$ cat src/rtl/amba_axi4_stream_pkt_source_pkg.sv
// Shared AXI4-Stream types for the packet source.
// Optional feature macro: AXI4_STREAM_SRC_PARTIAL_LAST_EN (partial TKEEP/TSTRB on the last beat).
// Types are sized for the widest supported configuration; each module keeps
// only the low slice that its own parameters call for.
package amba_axi4_stream_pkt_source_pkg;

  localparam int AXIS_MAX_BYTES  = 64;
  localparam int AXIS_MAX_ID_W   = 32;
  localparam int AXIS_MAX_DEST_W = 32;
  localparam int AXIS_MAX_USER_W = 32;
  localparam int AXIS_MAX_LEN_W  = 32;

  typedef logic [8*AXIS_MAX_BYTES-1:0] axi_data_t;
  typedef logic [AXIS_MAX_BYTES-1:0]   axi_strb_t;
  typedef logic [AXIS_MAX_BYTES-1:0]   axi_keep_t;
  typedef logic [AXIS_MAX_ID_W-1:0]    axi_id_t;
  typedef logic [AXIS_MAX_DEST_W-1:0]  axi_dest_t;
  typedef logic [AXIS_MAX_USER_W-1:0]  axi_user_t;
  typedef logic [AXIS_MAX_LEN_W-1:0]   axi_len_t;

  typedef enum logic [0:0] {
    SRC_IDLE = 1'b0,
    SRC_SEND = 1'b1
  } src_state_t;

  // Mask with the low nbytes bits set.
  function automatic axi_keep_t keep_mask(input int nbytes);
    axi_keep_t m;
    m = '0;
    for (int i = 0; i < AXIS_MAX_BYTES; i++) begin
      if (i < nbytes) m[i] = 1'b1;
    end
    return m;
  endfunction

  // Width of the "last-beat bytes minus one" field.
  function automatic int last_bytes_width(input int nbytes);
    return (nbytes > 1) ? $clog2(nbytes) : 1;
  endfunction

endpackage

$ cat src/rtl/amba_axi4_stream_pkt_source_if.sv
// Command + AXI4-Stream bundle for the packet source.
// Optional feature macro: AXI4_STREAM_SRC_PARTIAL_LAST_EN adds cmd_last_bytes.
// master = the source side (drives cmd_ready, T* and pkt_done).
interface amba_axi4_stream_pkt_source_if
  import amba_axi4_stream_pkt_source_pkg::*;
#(
  parameter int DATA_WIDTH_BYTES = 1,
  parameter int DEST_WIDTH       = 4,
  parameter int ID_WIDTH         = 8,
  parameter int USER_WIDTH       = 1,
  parameter int LEN_WIDTH        = 8
);
  localparam int DATA_W = 8 * DATA_WIDTH_BYTES;

  // Command channel
  logic                  cmd_valid;
  logic                  cmd_ready;
  logic [LEN_WIDTH-1:0]  cmd_len;
  logic [DATA_W-1:0]     cmd_seed;
  logic [ID_WIDTH-1:0]   cmd_id;
  logic [DEST_WIDTH-1:0] cmd_dest;
  logic [USER_WIDTH-1:0] cmd_user;

  // Stream channel
  logic                        TVALID;
  logic                        TREADY;
  logic [DATA_W-1:0]           TDATA;
  logic [DATA_WIDTH_BYTES-1:0] TSTRB;
  logic [DATA_WIDTH_BYTES-1:0] TKEEP;
  logic                        TLAST;
  logic [ID_WIDTH-1:0]         TID;
  logic [DEST_WIDTH-1:0]       TDEST;
  logic [USER_WIDTH-1:0]       TUSER;

  logic                        pkt_done;

`ifdef AXI4_STREAM_SRC_PARTIAL_LAST_EN
  localparam int LB_W = last_bytes_width(DATA_WIDTH_BYTES);
  logic [LB_W-1:0] cmd_last_bytes;

  modport master (
    input  cmd_valid, cmd_len, cmd_seed, cmd_id, cmd_dest, cmd_user, cmd_last_bytes, TREADY,
    output cmd_ready, TVALID, TDATA, TSTRB, TKEEP, TLAST, TID, TDEST, TUSER, pkt_done
  );
  modport slave (
    output cmd_valid, cmd_len, cmd_seed, cmd_id, cmd_dest, cmd_user, cmd_last_bytes, TREADY,
    input  cmd_ready, TVALID, TDATA, TSTRB, TKEEP, TLAST, TID, TDEST, TUSER, pkt_done
  );
`else
  modport master (
    input  cmd_valid, cmd_len, cmd_seed, cmd_id, cmd_dest, cmd_user, TREADY,
    output cmd_ready, TVALID, TDATA, TSTRB, TKEEP, TLAST, TID, TDEST, TUSER, pkt_done
  );
  modport slave (
    output cmd_valid, cmd_len, cmd_seed, cmd_id, cmd_dest, cmd_user, TREADY,
    input  cmd_ready, TVALID, TDATA, TSTRB, TKEEP, TLAST, TID, TDEST, TUSER, pkt_done
  );
`endif

endinterface

$ cat src/rtl/amba_axi4_stream_pkt_source.sv
// AXI4-Stream packet source: one command beat -> (len+1) stream beats with
// TDATA = seed + beat index, TLAST on the final beat, pkt_done pulse after it.
// All stream outputs come straight from flops, so nothing on the T* side
// depends combinationally on TREADY.
// Optional feature macro: AXI4_STREAM_SRC_PARTIAL_LAST_EN (partial TKEEP/TSTRB
// and zeroed upper bytes on the last beat, from cmd_last_bytes).
module amba_axi4_stream_pkt_source
  import amba_axi4_stream_pkt_source_pkg::*;
#(
  parameter int DATA_WIDTH_BYTES = 1,
  parameter int DEST_WIDTH       = 4,
  parameter int ID_WIDTH         = 8,
  parameter int USER_WIDTH       = 1,
  parameter int LEN_WIDTH        = 8
) (
  input  logic                           ACLK,
  input  logic                           ARESET,
  amba_axi4_stream_pkt_source_if.master  bus
);

  localparam int DATA_W = 8 * DATA_WIDTH_BYTES;

  src_state_t                  state_q, state_d;
  logic [LEN_WIDTH-1:0]        len_q, len_d;
  logic [LEN_WIDTH-1:0]        beat_cnt_q, beat_cnt_d;
  logic [DATA_W-1:0]           seed_q, seed_d;
  logic [DATA_W-1:0]           tdata_q, tdata_d;
  logic [DATA_W-1:0]           data_raw;
  logic [ID_WIDTH-1:0]         id_q, id_d;
  logic [DEST_WIDTH-1:0]       dest_q, dest_d;
  logic [USER_WIDTH-1:0]       user_q, user_d;
  logic                        tvalid_q, tvalid_d;
  logic                        tlast_q, tlast_d;
  logic                        pkt_done_q, pkt_done_d;
  logic [DATA_WIDTH_BYTES-1:0] tkeep_q, tkeep_d;

`ifdef AXI4_STREAM_SRC_PARTIAL_LAST_EN
  localparam int LB_W = last_bytes_width(DATA_WIDTH_BYTES);
  logic [LB_W-1:0] last_bytes_q, last_bytes_d;
  axi_keep_t       last_mask_full;
`endif

  // Commands are only taken when idle and out of reset.
  assign bus.cmd_ready = (state_q == SRC_IDLE) & ~ARESET;

  assign bus.TVALID   = tvalid_q;
  assign bus.TDATA    = tdata_q;
  assign bus.TSTRB    = tkeep_q;
  assign bus.TKEEP    = tkeep_q;
  assign bus.TLAST    = tlast_q;
  assign bus.TID      = id_q;
  assign bus.TDEST    = dest_q;
  assign bus.TUSER    = user_q;
  assign bus.pkt_done = pkt_done_q;

  // Next-state: command capture in idle, beat advance on each accepted beat.
  always_comb begin
    state_d    = state_q;
    len_d      = len_q;
    beat_cnt_d = beat_cnt_q;
    seed_d     = seed_q;
    id_d       = id_q;
    dest_d     = dest_q;
    user_d     = user_q;
    tvalid_d   = tvalid_q;
    tlast_d    = tlast_q;
    pkt_done_d = 1'b0;
    data_raw   = tdata_q;
`ifdef AXI4_STREAM_SRC_PARTIAL_LAST_EN
    last_bytes_d = last_bytes_q;
`endif
    case (state_q)
      SRC_IDLE: begin
        // cmd_ready is implied here; reset overrides in the register block.
        if (bus.cmd_valid) begin
          state_d    = SRC_SEND;
          len_d      = bus.cmd_len;
          seed_d     = bus.cmd_seed;
          id_d       = bus.cmd_id;
          dest_d     = bus.cmd_dest;
          user_d     = bus.cmd_user;
          beat_cnt_d = '0;
          tvalid_d   = 1'b1;
          tlast_d    = (bus.cmd_len == '0);
          data_raw   = bus.cmd_seed;
`ifdef AXI4_STREAM_SRC_PARTIAL_LAST_EN
          last_bytes_d = bus.cmd_last_bytes;
`endif
        end
      end
      SRC_SEND: begin
        if (bus.TREADY) begin
          if (tlast_q) begin
            state_d    = SRC_IDLE;
            tvalid_d   = 1'b0;
            tlast_d    = 1'b0;
            pkt_done_d = 1'b1;
          end else begin
            beat_cnt_d = beat_cnt_q + LEN_WIDTH'(1);
            tlast_d    = (beat_cnt_d == len_q);
            // Wrap past the top of TDATA is intentional and silent.
            data_raw   = seed_q + DATA_W'(beat_cnt_d);
          end
        end
      end
      default: state_d = SRC_IDLE;
    endcase
  end

`ifdef AXI4_STREAM_SRC_PARTIAL_LAST_EN
  // Byte qualifiers: partial only on the last beat of a multi-byte bus.
  always_comb begin
    last_mask_full = keep_mask(int'(last_bytes_d) + 1);
    tkeep_d        = '1;
    if (tlast_d && (DATA_WIDTH_BYTES > 1)) begin
      tkeep_d = last_mask_full[DATA_WIDTH_BYTES-1:0];
    end
  end

  // Bytes outside the kept range are driven to zero.
  for (genvar gi = 0; gi < DATA_WIDTH_BYTES; gi++) begin : g_byte
    assign tdata_d[8*gi +: 8] = tkeep_d[gi] ? data_raw[8*gi +: 8] : 8'h00;
  end
`else
  // Byte qualifiers are always full width.
  always_comb begin
    tkeep_d = '1;
  end

  assign tdata_d = data_raw;
`endif

  // State and output registers with synchronous reset.
  always_ff @(posedge ACLK) begin
    if (ARESET) begin
      state_q    <= SRC_IDLE;
      len_q      <= '0;
      beat_cnt_q <= '0;
      seed_q     <= '0;
      tdata_q    <= '0;
      id_q       <= '0;
      dest_q     <= '0;
      user_q     <= '0;
      tvalid_q   <= 1'b0;
      tlast_q    <= 1'b0;
      pkt_done_q <= 1'b0;
      tkeep_q    <= '1;
`ifdef AXI4_STREAM_SRC_PARTIAL_LAST_EN
      last_bytes_q <= '0;
`endif
    end else begin
      state_q    <= state_d;
      len_q      <= len_d;
      beat_cnt_q <= beat_cnt_d;
      seed_q     <= seed_d;
      tdata_q    <= tdata_d;
      id_q       <= id_d;
      dest_q     <= dest_d;
      user_q     <= user_d;
      tvalid_q   <= tvalid_d;
      tlast_q    <= tlast_d;
      pkt_done_q <= pkt_done_d;
      tkeep_q    <= tkeep_d;
`ifdef AXI4_STREAM_SRC_PARTIAL_LAST_EN
      last_bytes_q <= last_bytes_d;
`endif
    end
  end

endmodule

$ cat src/flat_wrapper.sv
// flat-port wrapper written by rule: the top's interface ports become plain ports
module amba_axi4_stream_pkt_source_flat import amba_axi4_stream_pkt_source_pkg::*;
#(
  parameter int DATA_WIDTH_BYTES = 1,
  parameter int DEST_WIDTH       = 4,
  parameter int ID_WIDTH         = 8,
  parameter int USER_WIDTH       = 1,
  parameter int LEN_WIDTH        = 8
)
  (ACLK, ARESET, bus_cmd_valid, bus_cmd_len, bus_cmd_seed, bus_cmd_id, bus_cmd_dest, bus_cmd_user, bus_TREADY, bus_cmd_ready, bus_TVALID, bus_TDATA, bus_TSTRB, bus_TKEEP, bus_TLAST, bus_TID, bus_TDEST, bus_TUSER, bus_pkt_done);
  amba_axi4_stream_pkt_source_if #(.DATA_WIDTH_BYTES(DATA_WIDTH_BYTES), .DEST_WIDTH(DEST_WIDTH), .ID_WIDTH(ID_WIDTH), .USER_WIDTH(USER_WIDTH), .LEN_WIDTH(LEN_WIDTH)) bus_i ();
  input  logic ACLK;
  input  logic ARESET;
  input wire logic [$bits(bus_i.cmd_valid)-1:0] bus_cmd_valid;
  input wire logic [$bits(bus_i.cmd_len)-1:0] bus_cmd_len;
  input wire logic [$bits(bus_i.cmd_seed)-1:0] bus_cmd_seed;
  input wire logic [$bits(bus_i.cmd_id)-1:0] bus_cmd_id;
  input wire logic [$bits(bus_i.cmd_dest)-1:0] bus_cmd_dest;
  input wire logic [$bits(bus_i.cmd_user)-1:0] bus_cmd_user;
  input wire logic [$bits(bus_i.TREADY)-1:0] bus_TREADY;
  output wire logic [$bits(bus_i.cmd_ready)-1:0] bus_cmd_ready;
  output wire logic [$bits(bus_i.TVALID)-1:0] bus_TVALID;
  output wire logic [$bits(bus_i.TDATA)-1:0] bus_TDATA;
  output wire logic [$bits(bus_i.TSTRB)-1:0] bus_TSTRB;
  output wire logic [$bits(bus_i.TKEEP)-1:0] bus_TKEEP;
  output wire logic [$bits(bus_i.TLAST)-1:0] bus_TLAST;
  output wire logic [$bits(bus_i.TID)-1:0] bus_TID;
  output wire logic [$bits(bus_i.TDEST)-1:0] bus_TDEST;
  output wire logic [$bits(bus_i.TUSER)-1:0] bus_TUSER;
  output wire logic [$bits(bus_i.pkt_done)-1:0] bus_pkt_done;
  assign bus_i.cmd_valid = bus_cmd_valid;
  assign bus_i.cmd_len = bus_cmd_len;
  assign bus_i.cmd_seed = bus_cmd_seed;
  assign bus_i.cmd_id = bus_cmd_id;
  assign bus_i.cmd_dest = bus_cmd_dest;
  assign bus_i.cmd_user = bus_cmd_user;
  assign bus_i.TREADY = bus_TREADY;
  assign bus_cmd_ready = bus_i.cmd_ready;
  assign bus_TVALID = bus_i.TVALID;
  assign bus_TDATA = bus_i.TDATA;
  assign bus_TSTRB = bus_i.TSTRB;
  assign bus_TKEEP = bus_i.TKEEP;
  assign bus_TLAST = bus_i.TLAST;
  assign bus_TID = bus_i.TID;
  assign bus_TDEST = bus_i.TDEST;
  assign bus_TUSER = bus_i.TUSER;
  assign bus_pkt_done = bus_i.pkt_done;
  amba_axi4_stream_pkt_source #(.DATA_WIDTH_BYTES(DATA_WIDTH_BYTES), .DEST_WIDTH(DEST_WIDTH), .ID_WIDTH(ID_WIDTH), .USER_WIDTH(USER_WIDTH), .LEN_WIDTH(LEN_WIDTH)) u_core (.ACLK(ACLK), .ARESET(ARESET), .bus(bus_i));
endmodule
$ cat config.mk
export PLATFORM = sky130hd
export DESIGN_NAME = amba_axi4_stream_pkt_source_flat
export DESIGN_NICKNAME = d
export VERILOG_FILES = /design/src/rtl/amba_axi4_stream_pkt_source_pkg.sv /design/src/rtl/amba_axi4_stream_pkt_source_if.sv /design/src/rtl/amba_axi4_stream_pkt_source.sv /design/src/flat_wrapper.sv
export SDC_FILE = /design/constraint.sdc
export NUM_CORES = 1
export LEC_CHECK = 0
export CAP_MARGIN = 20
export CORE_MARGIN = 2
export CORE_UTILIZATION = 51
export CTS_BUF_LIST = sky130_fd_sc_hd__clkbuf_4 sky130_fd_sc_hd__clkbuf_8
export DETAILED_ROUTE_END_ITERATION = 6
export PLACE_DENSITY = 0.81
export SKIP_LAST_GASP = 1
export SLEW_MARGIN = 5
export SYNTH_ARGS = -nofsm -noshare
export SYNTH_HDL_FRONTEND = slang
export SYNTH_SLANG_ARGS = --single-unit
$ cat constraint.sdc
create_clock -name ACLK -period 3.1 [get_ports ACLK]
set_input_delay 0.775 -clock ACLK [delete_from_list [all_inputs] [get_ports ACLK]]
set_output_delay 0.775 -clock ACLK [all_outputs]
set_load 0.02 [all_outputs]
Word level (Yosys, flattened, before mapping)
Index checks and enable logic that the tools add are counted.

word-level totals
  register bits after elaboration = 49
  bits of input ports = 33

operators by class
  $add $sub $neg = 2
  equal/unequal tests = 5
  multiplexer cells = 21
  bitwise gates (word level) = 4
  reduce and logical (&&, ||, !) cells = 6

operators with widths
  kind                                          number
  two-way mux 8 bit                             6
  case mux 8 bit (2 select lines)               2
  two-way mux 1 bit                             10
  adder 8 x 1 -> 8 bit, second input constant   1
  adder 8 bit                                   1
  == test 8 bit                                 1
  logical NOT 8 bit                             1
  inequality test 2 bit, second input constant  4
  case mux 1 bit (2 select lines)               3
  AND reduction 3 bit                           2
  AND reduction 2 bit                           2
  inverter 1 bit                                3
  OR reduction 3 bit                            1
  bitwise AND 1 bit                             1

Logic depth before layout (Yosys ltp)
Gate-level depths: netlist of the first run.

  depth after elaboration = 5
  depth in mapped cells = 10
  depth with buffers taken out = 9

Worst setup path before layout of the first run
OpenSTA, ideal clock, no wires.

  kind = register to register
  start = register u_core.beat_cnt_q[1]
  end = register u_core.tdata_q[5], in the netlist u_core.bus.TDATA[5]
  library setup time = 0.103 ns
  data arrival time = 2.166 ns
  setup slack = 0.831 ns
  cell stages (with the launch flop) = 10
  cells stage by stage = dfxtp_1 ha_1 nand3_2 xnor2_1 ha_1 and3_1 a2bb2oi_1 nor2b_1 xor2_1 a2111oi_2

on the way
  word-level cells in the longest chain between the ends = 5

RTL lines
  item                             RTL line                            text
  from (decl)                      amba_axi4_stream_pkt_source.sv:25   logic [LEN_WIDTH-1:0] beat_cnt_q, beat_cnt_d;
  from (signal assigned)           amba_axi4_stream_pkt_source.sv:154  beat_cnt_q <= beat_cnt_d;
  adder 8 x 1 -> 8 bit             amba_axi4_stream_pkt_source.sv:99   beat_cnt_d = beat_cnt_q + LEN_WIDTH'(1);
  adder 8 bit                      amba_axi4_stream_pkt_source.sv:102  data_raw = seed_q + DATA_W'(beat_cnt_d);
  two-way mux 8 bit                amba_axi4_stream_pkt_source.sv:93   if (tlast_q) begin
  two-way mux 8 bit                amba_axi4_stream_pkt_source.sv:92   if (bus.TREADY) begin
  case mux 8 bit (2 select lines)  amba_axi4_stream_pkt_source.sv:72   case (state_q)
  to (signal assigned)             amba_axi4_stream_pkt_source.sv:156  tdata_q <= tdata_d;
  to (decl)                        amba_axi4_stream_pkt_source.sv:27   logic [DATA_W-1:0] tdata_q, tdata_d;

Every way passes these cells. The select of a mux whose other input is x is not followed.
A chain may end at the register's enable or synchronous reset.

Worst setup path after layout of the first run
  start = register u_core.beat_cnt_q[0]
  end = register u_core.tdata_q[5], in the netlist u_core.bus.TDATA[5]

The elaborated chain is that of the path after synthesis.

==> impl_metrics.csv, run 1 <==
group,metric,value,unit
setup_path,cp.required,3.31,ns
detailed_routing,drt_first_pass_iters,4,
clocking,cts_inserted_buffers,5,
placement,gp_congestion,0.8684,
timing,rsz0062_at_grt,"false",
clocking,clock_path_buffers,2,
timing,holdWs,0.4567,ns
grt,grt_pass1_wl,9.735,mm
floorplanning,ioPinCount,60,
clocking,cts_resized,0,
logic_synthesis,avgSynthCellArea,7.980,sq um
detailed_routing,post_drt_wl_per_cell,14.19,microns
timing,setup_violations,0,
min_path,min-delay-start,"u_core.bus.TID[3]",
final_layout,synthToLayoutAreaGrowth,27.53,%
logic_synthesis,synth_edf_count,0,
logic_synthesis,ys_async_sr_fraction,0,%
detailed_routing,wl,5.845,mm
grt,grt_pass1_vias,2246,
timing,drv_slew,0,
logic_synthesis,yosys.area_share.simple,23.34,%
floorplanning,start_util,52.21,%
setup_path,start_kind,"flop",
run,maxCapViolCount,0,
final_layout,fillerInstances,392,
floorplanning,row_count,25,
final_layout,layout.cells.most_common_list,"nand2_1, clkdlybuf4s50_1, dfxtp_1",
timing,finalHoldViolCount,0,
final_layout,finalInstanceArea,3124,sq um
logic_synthesis,ys_warn_count,0,
pwr,p_leak,0.001198,uW
clocking,tritoncts,"done",
detailed_routing,viasPerCell,5.556,
timing,period_share,85.88,%
timing,fin_worst_skew,0.01396,ns
final_layout,n_antenna_cell,0,
clocking,htree_levels,2,
grt,grt_use_total,23.25,%
logic_synthesis,synth_fa_ha_area_share,5.414,%
setup_path,critPathKind,"reg -> reg",
grt,overflow,0,
clocking,clock_sinks,49,
clocking,root_buffer,"clkbuf_8",
grt,grt_max_degree,50,
timing,fmax,375.6,MHz
clocking,postCtsSetupBuffers,0,
logic_synthesis,netlist_area,2450,sq um
placement,hpwlAfterDp,4.178,mm
grt,antenna_found_initial,0,
detailed_routing,drt_iter0_drc,122,
clocking,ctsHoldBuffers,0,
pwr,power,1356,uW
setup_path,critPathMaxFanout,8,
final_layout,finalNetCount,400,
floorplanning,die_w,73.31,microns
pwr,vdd_drop_max,0.2840,mV
timing,tightest_slew,0.5323,ns
detailed_routing,route.detailed.drc,0,
pwr,combinationalPowerShare,20.1,%
pwr,clock_power_share,28.9,%
clocking,cts.reportedPaths.clkPinSlew,0.10,ns
detailed_routing,ant_nets,0,
logic_synthesis,synth.area.mux_share,2.094,%
pwr,switchingPower,400.3,uW
setup_path,end_kind,"flop",
final_layout,layout_commonest_cell,"nand2_1",
placement,post_dp_cell_area,3034,sq um
timing,slew_headroom,64.43,%
setup_path,r2r-start,"u_core.beat_cnt_q[0]",
pwr,p_int,956.2,uW
logic_synthesis,synth_compound_area_share,17.62,%
clocking,worstSkewPairLatency,0.31,ns
placement,port_buffers,57,
outcome,status,"completed",
logic_synthesis,yosysSeqAreaShare,40.04,%
logic_synthesis,synth.distinct_cells,45,
logic_synthesis,synth_ff_type,"dfxtp_1",
timing,period_minus_slack,2.662,ns
pwr,seq_power_share,51.0,%
detailed_routing,via_count,2289,
floorplanning,core,4692,sq um
floorplanning,die_h,73.31,microns
setup_path,startpoint,"u_core.beat_cnt_q[0]",
setup_path,cp.arrival,2.87,ns
pwr,switching_share,29.51,%
timing,setup_tns,0,ns
logic_synthesis,synth_top_family_by_area,"simple AND/OR/NAND/NOR gates",
floorplanning,die-area,5374,sq um
pwr,power_density,434.2,nW/um^2
logic_synthesis,syn-instance-count,307,
final_layout,drive_above_1_share,6.704,%
min_path,hold_path_class,"reg -> reg",
logic_synthesis,synth_xor_xnor_area_share,7.099,%
logic_synthesis,synth-seq-cells,49,
sequential cells by signal, summed over array words and instances, names as in the netlist:
register / cells
u_core.bus.TDATA: 8
u_core.len_q: 8
u_core.bus.TUSER: 1
u_core.state_q: 1
u_core.seed_q: 8
u_core.bus.TVALID: 1
u_core.bus.TDEST: 4
u_core.bus.TLAST: 1
u_core.bus.TID: 8
u_core.beat_cnt_q: 8
u_core.bus.pkt_done: 1
cells by family (layout without fill, tap and decap cells):
logic type	after synthesis	after routing
adder cells (fa/ha/maj)	10	10
AND/OR/NAND/NOR	126	126
flip-flops	49	49
AO/OA/AOI/OAI	74	74
XOR/XNOR	19	19
multiplexers	5	5
buffers and inverters	23	73
other	1	2
per-layer routing:
layer | track usage (%) | part of all wire, % | up-vias
li1 | - | - | 1148
met1 | 28.40 | 44 | 1061
met2 | 39.34 | 48 | 67
met3 | 5.898 | 6.0 | 13
met4 | 8.889 | 2.3 | 0
met5 | 0 | 0 | -
final timing paths:
kind,cells after the start,slack (ns),to
hold reg to reg,2,0.46,u_core.bus.TID[3]
setup reg to reg,9,0.44,u_core.bus.TDATA[5]
setup / recovery,9,0.44,u_core.bus.TDATA[5]
hold / removal,2,0.46,u_core.bus.TID[3]
power by group through the flow:
| stage | Sequential [uW] | Combinational [uW] | Clock, uW |
|---|---|---|---|
| final | 692 | 273 | 392 |
| after global routing | 696 | 300 | 423 |
| after CTS | 692 | 274 | 399 |
| after detailed placement | 706 | 272 | 0 |
| after global placement | 705 | 266 | 0 |
| after floorplan | 727 | 128 | 0 |
cell type report:
cell class	instances	area, sq um	area share (%)
Multi-Input combinational cell	236	1371	43.89
Tap cell	54	67.56	2.163
Clock buffer	5	68.82	2.203
Clock inverter	3	21.27	0.6808
Inverter	3	11.26	0.3604
Timing Repair Buffer	62	603.1	19.30
Sequential cell	49	980.9	31.40
stage by stage:
stage	utilization (%)	std cells	worst slack (ns)
2_1_floorplan	-	308	0.8310
3_3_place_gp	64.67	404	0.5568
3_5_place_dp	64.67	404	0.4668
4_1_cts	66.59	412	0.4364
5_1_grt	66.59	412	0.1569
6_report	66.59	412	0.4377
cell usage after synthesis, types with 5 or more instances:
cell type,number,share of area (%)
a21oi_1,47,9.6
buf_2,5,1.0
clkbuf_1,11,1.7
dfxtp_1,49,40
ha_1,9,4.6
nand2_1,69,11
nor2_1,23,3.5
o21ai_0,10,2.0
xnor2_1,12,4.3
xor2_1,6,2.1
worst max-delay path, stage by stage (launching register included):
cell and delay (ns):
dfxtp_1 0.49, ha_1 0.35, nand3_2 0.13, xnor2_1 0.29
ha_1 0.33, and3_1 0.19, a2bb2oi_1 0.16, nor2b_1 0.18
xor2_1 0.09, a2111oi_2 0.34
Note: power is estimated with default switching activity, not from simulation.
==> inputs of run 2 (changes only) <==
Settings changed: SKIP_CTS_REPAIR_TIMING set to 1.
==> results of run 2 <==
No change in the layout: final DEF, timing and power equal those of run 1.
